### src/rtl/inst_fetch.sv
// rtl/inst_fetch.sv - instruction fetch stage with redirect draining and branch latching
//
// Ports:
//   clk, rst                 clock; synchronous active-high reset
//   stall[5:0]               ctrl stall vector; only bit0 (PC stage) affects fetch
//   flush, new_pc            exception redirect, highest priority
//   branch_flag_i,
//   branch_target_address_i  taken-branch strobe and target from ID
//   imem_req, imem_addr      instruction memory read request / address (= pc)
//   imem_ack, imem_rdata     read completion, data valid with ack
//   if_pc, if_inst           PC / instruction offered to IF/ID (zero when not ready)
//   stallreq_from_if         asks ctrl to stall while no instruction is ready
module inst_fetch (
  input  logic        clk,
  input  logic        rst,
  input  logic [5:0]  stall,
  input  logic        flush,
  input  logic [31:0] new_pc,
  input  logic        branch_flag_i,
  input  logic [31:0] branch_target_address_i,
  output logic        imem_req,
  output logic [31:0] imem_addr,
  input  logic        imem_ack,
  input  logic [31:0] imem_rdata,
  output logic [31:0] if_pc,
  output logic [31:0] if_inst,
  output logic        stallreq_from_if
);

  typedef enum logic [1:0] {
    ST_RST   = 2'd0,
    ST_FETCH = 2'd1,
    ST_READY = 2'd2,
    ST_DRAIN = 2'd3
  } state_t;

  state_t      state, state_nxt;
  logic [31:0] pc;
  logic [31:0] buf_pc;
  logic [31:0] buf_inst;
  logic        pend_valid;
  logic [31:0] pend_addr;
  logic        br_valid;
  logic [31:0] br_addr;
  logic [31:0] next_addr;
  logic        take_next;

  // The upper stall bits belong to later pipeline stages.
  logic unused_stall_bits;
  assign unused_stall_bits = ^stall[5:1];

  // A live branch strobe beats a remembered one, which beats sequential flow.
  assign next_addr = branch_flag_i ? branch_target_address_i :
                     br_valid      ? br_addr                 :
                                     pc + 32'd4;

  assign take_next = (state == ST_READY) && !flush && !stall[0];

  // State register
  always_ff @(posedge clk) begin
    if (rst) state <= ST_RST;
    else     state <= state_nxt;
  end

  // Next-state logic
  always_comb begin
    state_nxt = state;
    case (state)
      ST_RST:   state_nxt = ST_FETCH;
      ST_FETCH: begin
        if (flush)         state_nxt = imem_ack ? ST_FETCH : ST_DRAIN;
        else if (imem_ack) state_nxt = ST_READY;
      end
      ST_READY: begin
        if (flush || !stall[0]) state_nxt = ST_FETCH;
      end
      ST_DRAIN: begin
        if (imem_ack) state_nxt = ST_FETCH;
      end
      default:  state_nxt = ST_RST;
    endcase
  end

  // Datapath registers
  always_ff @(posedge clk) begin
    if (rst) begin
      pc         <= 32'd0;
      buf_pc     <= 32'd0;
      buf_inst   <= 32'd0;
      pend_valid <= 1'b0;
      pend_addr  <= 32'd0;
      br_valid   <= 1'b0;
      br_addr    <= 32'd0;
    end else begin
      case (state)
        ST_RST: begin
          pc         <= 32'd0;
          pend_valid <= 1'b0;
          br_valid   <= 1'b0;
        end
        ST_FETCH: begin
          if (flush) begin
            br_valid <= 1'b0;
            if (imem_ack) begin
              // Data returned for the old path is dropped.
              pc <= new_pc;
            end else begin
              // The bus request cannot be withdrawn; wait it out in DRAIN.
              pend_valid <= 1'b1;
              pend_addr  <= new_pc;
            end
          end else begin
            if (imem_ack) begin
              buf_pc   <= pc;
              buf_inst <= imem_rdata;
            end
            // The delay-slot fetch in flight finishes before the branch is taken.
            if (branch_flag_i) begin
              br_valid <= 1'b1;
              br_addr  <= branch_target_address_i;
            end
          end
        end
        ST_READY: begin
          if (flush) begin
            pc       <= new_pc;
            br_valid <= 1'b0;
          end else if (take_next) begin
            pc       <= next_addr;
            br_valid <= 1'b0;
          end else if (branch_flag_i) begin
            br_valid <= 1'b1;
            br_addr  <= branch_target_address_i;
          end
        end
        ST_DRAIN: begin
          if (flush) begin
            br_valid <= 1'b0;
            if (imem_ack) begin
              pc         <= new_pc;
              pend_valid <= 1'b0;
            end else begin
              pend_addr <= new_pc;
            end
          end else begin
            if (imem_ack) begin
              pend_valid <= 1'b0;
              if (pend_valid) pc <= pend_addr;
            end
            if (branch_flag_i) begin
              br_valid <= 1'b1;
              br_addr  <= branch_target_address_i;
            end
          end
        end
        default: ;
      endcase
    end
  end

  // Output logic; reset forces every output low immediately.
  always_comb begin
    imem_req         = 1'b0;
    imem_addr        = 32'd0;
    if_pc            = 32'd0;
    if_inst          = 32'd0;
    stallreq_from_if = 1'b0;
    if (!rst) begin
      case (state)
        ST_FETCH, ST_DRAIN: begin
          imem_req         = 1'b1;
          imem_addr        = pc;
          stallreq_from_if = 1'b1;
        end
        ST_READY: begin
          if_pc   = buf_pc;
          if_inst = buf_inst;
        end
        default: ;
      endcase
    end
  end

endmodule

### config.mk
export PLATFORM = sky130hd
export DESIGN_NAME = inst_fetch
export DESIGN_NICKNAME = d
export VERILOG_FILES = /design/src/rtl/inst_fetch.sv
export SDC_FILE = /design/constraint.sdc
export NUM_CORES = 1
export LEC_CHECK = 0
export ABC_AREA = 1
export CAP_MARGIN = 0
export CORE_MARGIN = 1
export CORE_UTILIZATION = 51
export DETAILED_ROUTE_END_ITERATION = 7
export GPL_TIMING_DRIVEN = 0
export PLACE_DENSITY_LB_ADDON = 0.1
export SLEW_MARGIN = 5
export SYNTH_ARGS = -nofsm -noshare
export SYNTH_HDL_FRONTEND = slang
export SYNTH_SLANG_ARGS = --single-unit
### constraint.sdc
create_clock -name clk -period 2.4 [get_ports clk]
set_clock_uncertainty 0.05 [all_clocks]
set_input_delay 0.48 -clock clk [delete_from_list [all_inputs] [get_ports clk]]
set_output_delay 0.48 -clock clk [all_outputs]
set_load 0.05 [all_outputs]
# == Word level (Yosys, flattened, before mapping) ==
# Cells that the tools add are included.
# op_classes
n_addsub,1
eq_ne,14
muxes,38
bitwise_logic,2
reduce_logical,15
# op_table
op,count
32-bit two-way mux,19
32-bit case mux with 4 select lines,1
32-bit case mux with 2 select lines,1
"32-bit by 3-bit adder with 32-bit output, second input constant",1
"2-bit inequality test, second input constant",6
"3-bit inequality test, second input constant",4
4-bit AND reduction,3
2-bit two-way mux,5
1-bit two-way mux,9
3-bit AND reduction,3
2-bit case mux with 4 select lines,1
1-bit case mux with 3 select lines,2
"2-bit == test, second input constant",2
3-bit nonzero test,1
"2-bit by 1-bit == test with 1-bit output, second input constant",1
1-bit logical AND,2
1-bit zero test,2
2-bit zero test,1
"2-bit by 1-bit inequality test with 1-bit output, second input constant",1
1-bit NOT,2
2-bit nonzero test,1
2-bit OR reduction,1
1-bit logical OR,1
# word_totals
regBits,164
input_bits,107
output_inout_bits,98
wordCells,78

# == Depth between registers and ports, before layout ==
# depth
word_depth,6
depth_mapped,13
ltp_nobuf,13

# == Worst setup path after synthesis ==
# Ideal clock, no wire load.
# synth_path
kind,input port to output port
startpoint,in rst
endpoint,out imem_addr[10]
arrival_ps,2445
required_time_ps,1870
path_slack_ps,-575
cell_stages,5
n_path_buf,2
cell_sequence,clkbuf_1 > nor2_1 > inv_1 > clkbuf_1 > nor2_1
# synth_via
elab_chain_len,1
# synth_rtl
element,line,text
start: declaration,15,"input logic rst,"
32-bit two-way mux,168,if (!rst) begin
end: declaration,22,"output logic [31:0] imem_addr,"
# Every way passes these cells.

# == Final worst setup path ==
# layout_path
startpoint,reg state[0]
endpoint,out imem_addr[16]
# layout_via
elab_chain_len,4
word_cells_on_any_way,5
cone_classes,eq/ne (2); mux (2); reduce/logical (1)
# layout_rtl
element,line,text
start: declaration,37,"state_t state, state_nxt;"
start signal: assignment,62,else state <= state_nxt;
2-bit by 1-bit == test with 1-bit output or 2-bit == test (tied branches),169,case (state)
2-bit OR reduction (no line) (*),--,
32-bit two-way mux (*),169,
32-bit two-way mux (*),168,
# Mark *: on every way between the ends. The rest lies on a longest branch, timed or not.

==> impl_metrics.ini <==
[yosys]
syn_avg_cell_area_um2 = 6.30
synth_seq_area_share_pct = 36.7
synth_cells = 1421
yosys.area_share.xor_xnor_pct = 0.294
syn_area_um2 = 8950
post-synth-top-count-cell = nand2_1
synth_common_cells = 474 x nand2_1, 238 x nor2_1, 164 x dfxtp_1
synthArstFlopShare_pct = 0
synth_area_leaders = dfxtp_1 37%, nand2_1 20%, nor2_1 10%
synth_top_area_cell = dfxtp_1
synth_top_family_by_area = simple AND/OR/NAND/NOR gates
yosys_most_used_dff = dfxtp_1
synth_mux_area_share_pct = 0.112
synth_fa_ha_area_share_pct = 0.140
synth-seq-cells = 164
synth_edf_count = 0
synthSimpleGateAreaFrac_pct = 33.9
syn-num-nets = 1529
ys_warn_count = 0
synth_cell_types = 42
synth_top_area_share_pct = 36.7
synth_compound_area_share_pct = 20.6

[worst_setup_path]
cpMaxStageDelayCell = dfxtp_2
required_ns = 1.87
path_max_fanout = 10
critPathCaptureType = output pin
path_delay_family = buffers and inverters
worstSetupPathType = flop to output pin
cpPeakStageDelay_ns = 0.45
crit_chain = inv_2, nor2_4, inv_1, clkbuf_4, nor2_2, buf_2
critPathBufInv = 4
arrival_ns = 1.83
start_kind = flop

[sta]
hold_viol = 0
final.setup.tns_ns = 0
period_needed_ns = 2.36
setup_slack_ns = 0.0450
rsz0062_at_grt = false
max_slew.worst_pin.slew_ns = 0.724
timing.fmax_mhz = 425
slew_violations = 0
finalCritPeriodShare_pct = 98.1
finalSetupViolations = 0
hold_ws_ns = 0.410
relSlewSlack_pct = 51.7

[global_routing]
grt_first_pass_wirelength_um = 49400
grt_max_degree = 20
overflow = 0
grt_antenna_before_repair = 0
first_global_vias = 9156
track_usage_pct = 35.8

[run]
drv_cap = 0

[cells_and_area]
regArea_um2 = 3290
multiInputGateArea_um2 = 5060
fin_cells = 1872
antenna_cells = 0
drive_gt1_share_pct = 14.9
final_core_util_pct = 68.2
area_growth_pct = 31.5
fin_area_um2 = 11800
nNetsFinal = 1743
nFillCells = 1638

[routing]
wl_per_cell_um = 17.4
num_vias = 10452
vias_per_cell = 5.58
ant_nets = 0
remaining_drc_errors = 0
totalWireLength_um = 32500
first_iter_violations = 910
dr.pass1.iters = 7

[place]
place_ws_ns = -0.873
gp_congestion = 0.933
dp.cells = 1842
place_hpwl_um = 25000
dpl_cell_area_um2 = 11300
portBuffers = 196

[power_and_ir_drop]
power_mw = 7.13
clock_power_share_pct = 40.8
combPwrFrac_pct = 17.8
power.density_nw_per_um2 = 606
p_int_mw = 4.99
switching_share_pct = 30.0
switching_power_mw = 2.14
leakagePower_nw = 4.54
peakVddDrop_mv = 0.530
seq_power_share_pct = 41.4

[clock_network]
numCtsBuffers = 17
clkLatencyLatePin_ns = 0.44
cts.path.max_buffers = 2
cts_tree = done
htreeDepth = 4
clk_pin_slew_worst_paths_ns = 0.07
clkSinkCount = 164
ctsRootBufferMaster = clkbuf_16

[floorplan]
die-area_um2 = 18100
die_w_um = 134
ios = 205
initial_core_util_pct = 51.9
die_y_um = 134
core_um2 = 17200
fp-row-count = 48

[min_path]
hold_path.class = flop to flop

[outcome]
status = completed
sequential cells by signal, summed over array words and instances (netlist names):
name,flops
pend_valid,1
br_addr,32
buf_inst,32
pc,32
pend_addr,32
state,2
br_valid,1
buf_pc,32
worst paths after layout:
path | start | end | slack [ns] | cells after the start
setup / recovery | state[0] | imem_addr[16] | 0.04 | 6
hold reg to reg | buf_inst[17] | buf_inst[17] | 0.41 | 2
setup reg to reg | pc[3] | pc[22] | 0.26 | 12
hold / removal | buf_inst[17] | buf_inst[17] | 0.41 | 2
cells in the final DEF, fill, tap and decap left out, types with 4 or more instances in the layout:
cell and n:
nand4_1 6, o21ai_1 6, a211oi_1 50, buf_4 71, clkbuf_2 7, buf_6 10
nor2_4 15, nand2_1 474, clkbuf_16 17, o221a_2 7, clkbuf_4 20, nor2_2 22
buf_2 38, a221oi_1 15, o21ai_0 58, clkdlybuf4s15_2 4, nor2_1 206, clkbuf_1 37
a21oi_1 147, inv_1 67, o22ai_1 4, clkdlybuf4s50_1 98, a22oi_1 5, inv_2 10
nand3_1 41, dfxtp_1 162
metal layers:
metal / vias up / global-route usage (%) / part of all wire [%]
met1: 4810 / 48.4 / 43
met3: 76 / 5.07 / 8.0
li1: 5063 / - / -
met2: 503 / 57.2 / 46
met4: 0 / 15.4 / 3.2
met5: - / 0 / 0
cells by family (layout without fill, tap and decap cells):
group	count (synthesis)	after routing
compound gates	308	308
xor+xnor	3	3
fa+ha+maj	1	1
buf+inv	173	399
flops	164	164
mux	1	1
simple gates	771	771
final cells by class:
class	instances	area share [%]
multi-input cells	1084	43.0
flip-flops and latches	164	27.9
well taps	225	2.39
plain buffers	93	4.17
inverters	78	2.50
clock buffers	18	3.73
repair buffers	197	14.8
clock inverters	13	1.46
power groups by stage:
| stage | registers (mW) | clock network, mW | logic (mW) |
|---|---|---|---|
| after floorplan | 2.98 | 0 | 0.751 |
| after global placement | 3.01 | 0 | 1.22 |
| after detailed placement | 3.01 | 0 | 1.23 |
| after CTS | 2.95 | 2.90 | 1.24 |
| after global routing | 2.97 | 2.99 | 1.37 |
| final | 2.95 | 2.91 | 1.27 |
tightest hold or removal path: cells and delay by family, from the launching register on:
kind / cells / cell delay, ns
compound gates: 1 / 0.05
flops: 1 / 0.31
simple gates: 1 / 0.06
timing repair:
item	4_1_cts	5_1_grt
setup buffers	0	1
hold buffers	0	0
hold endpoints to repair	0	0
resized for setup	551	47
endpoints found under the setup margin	98	75
Power figures use the tool's default switching activity.
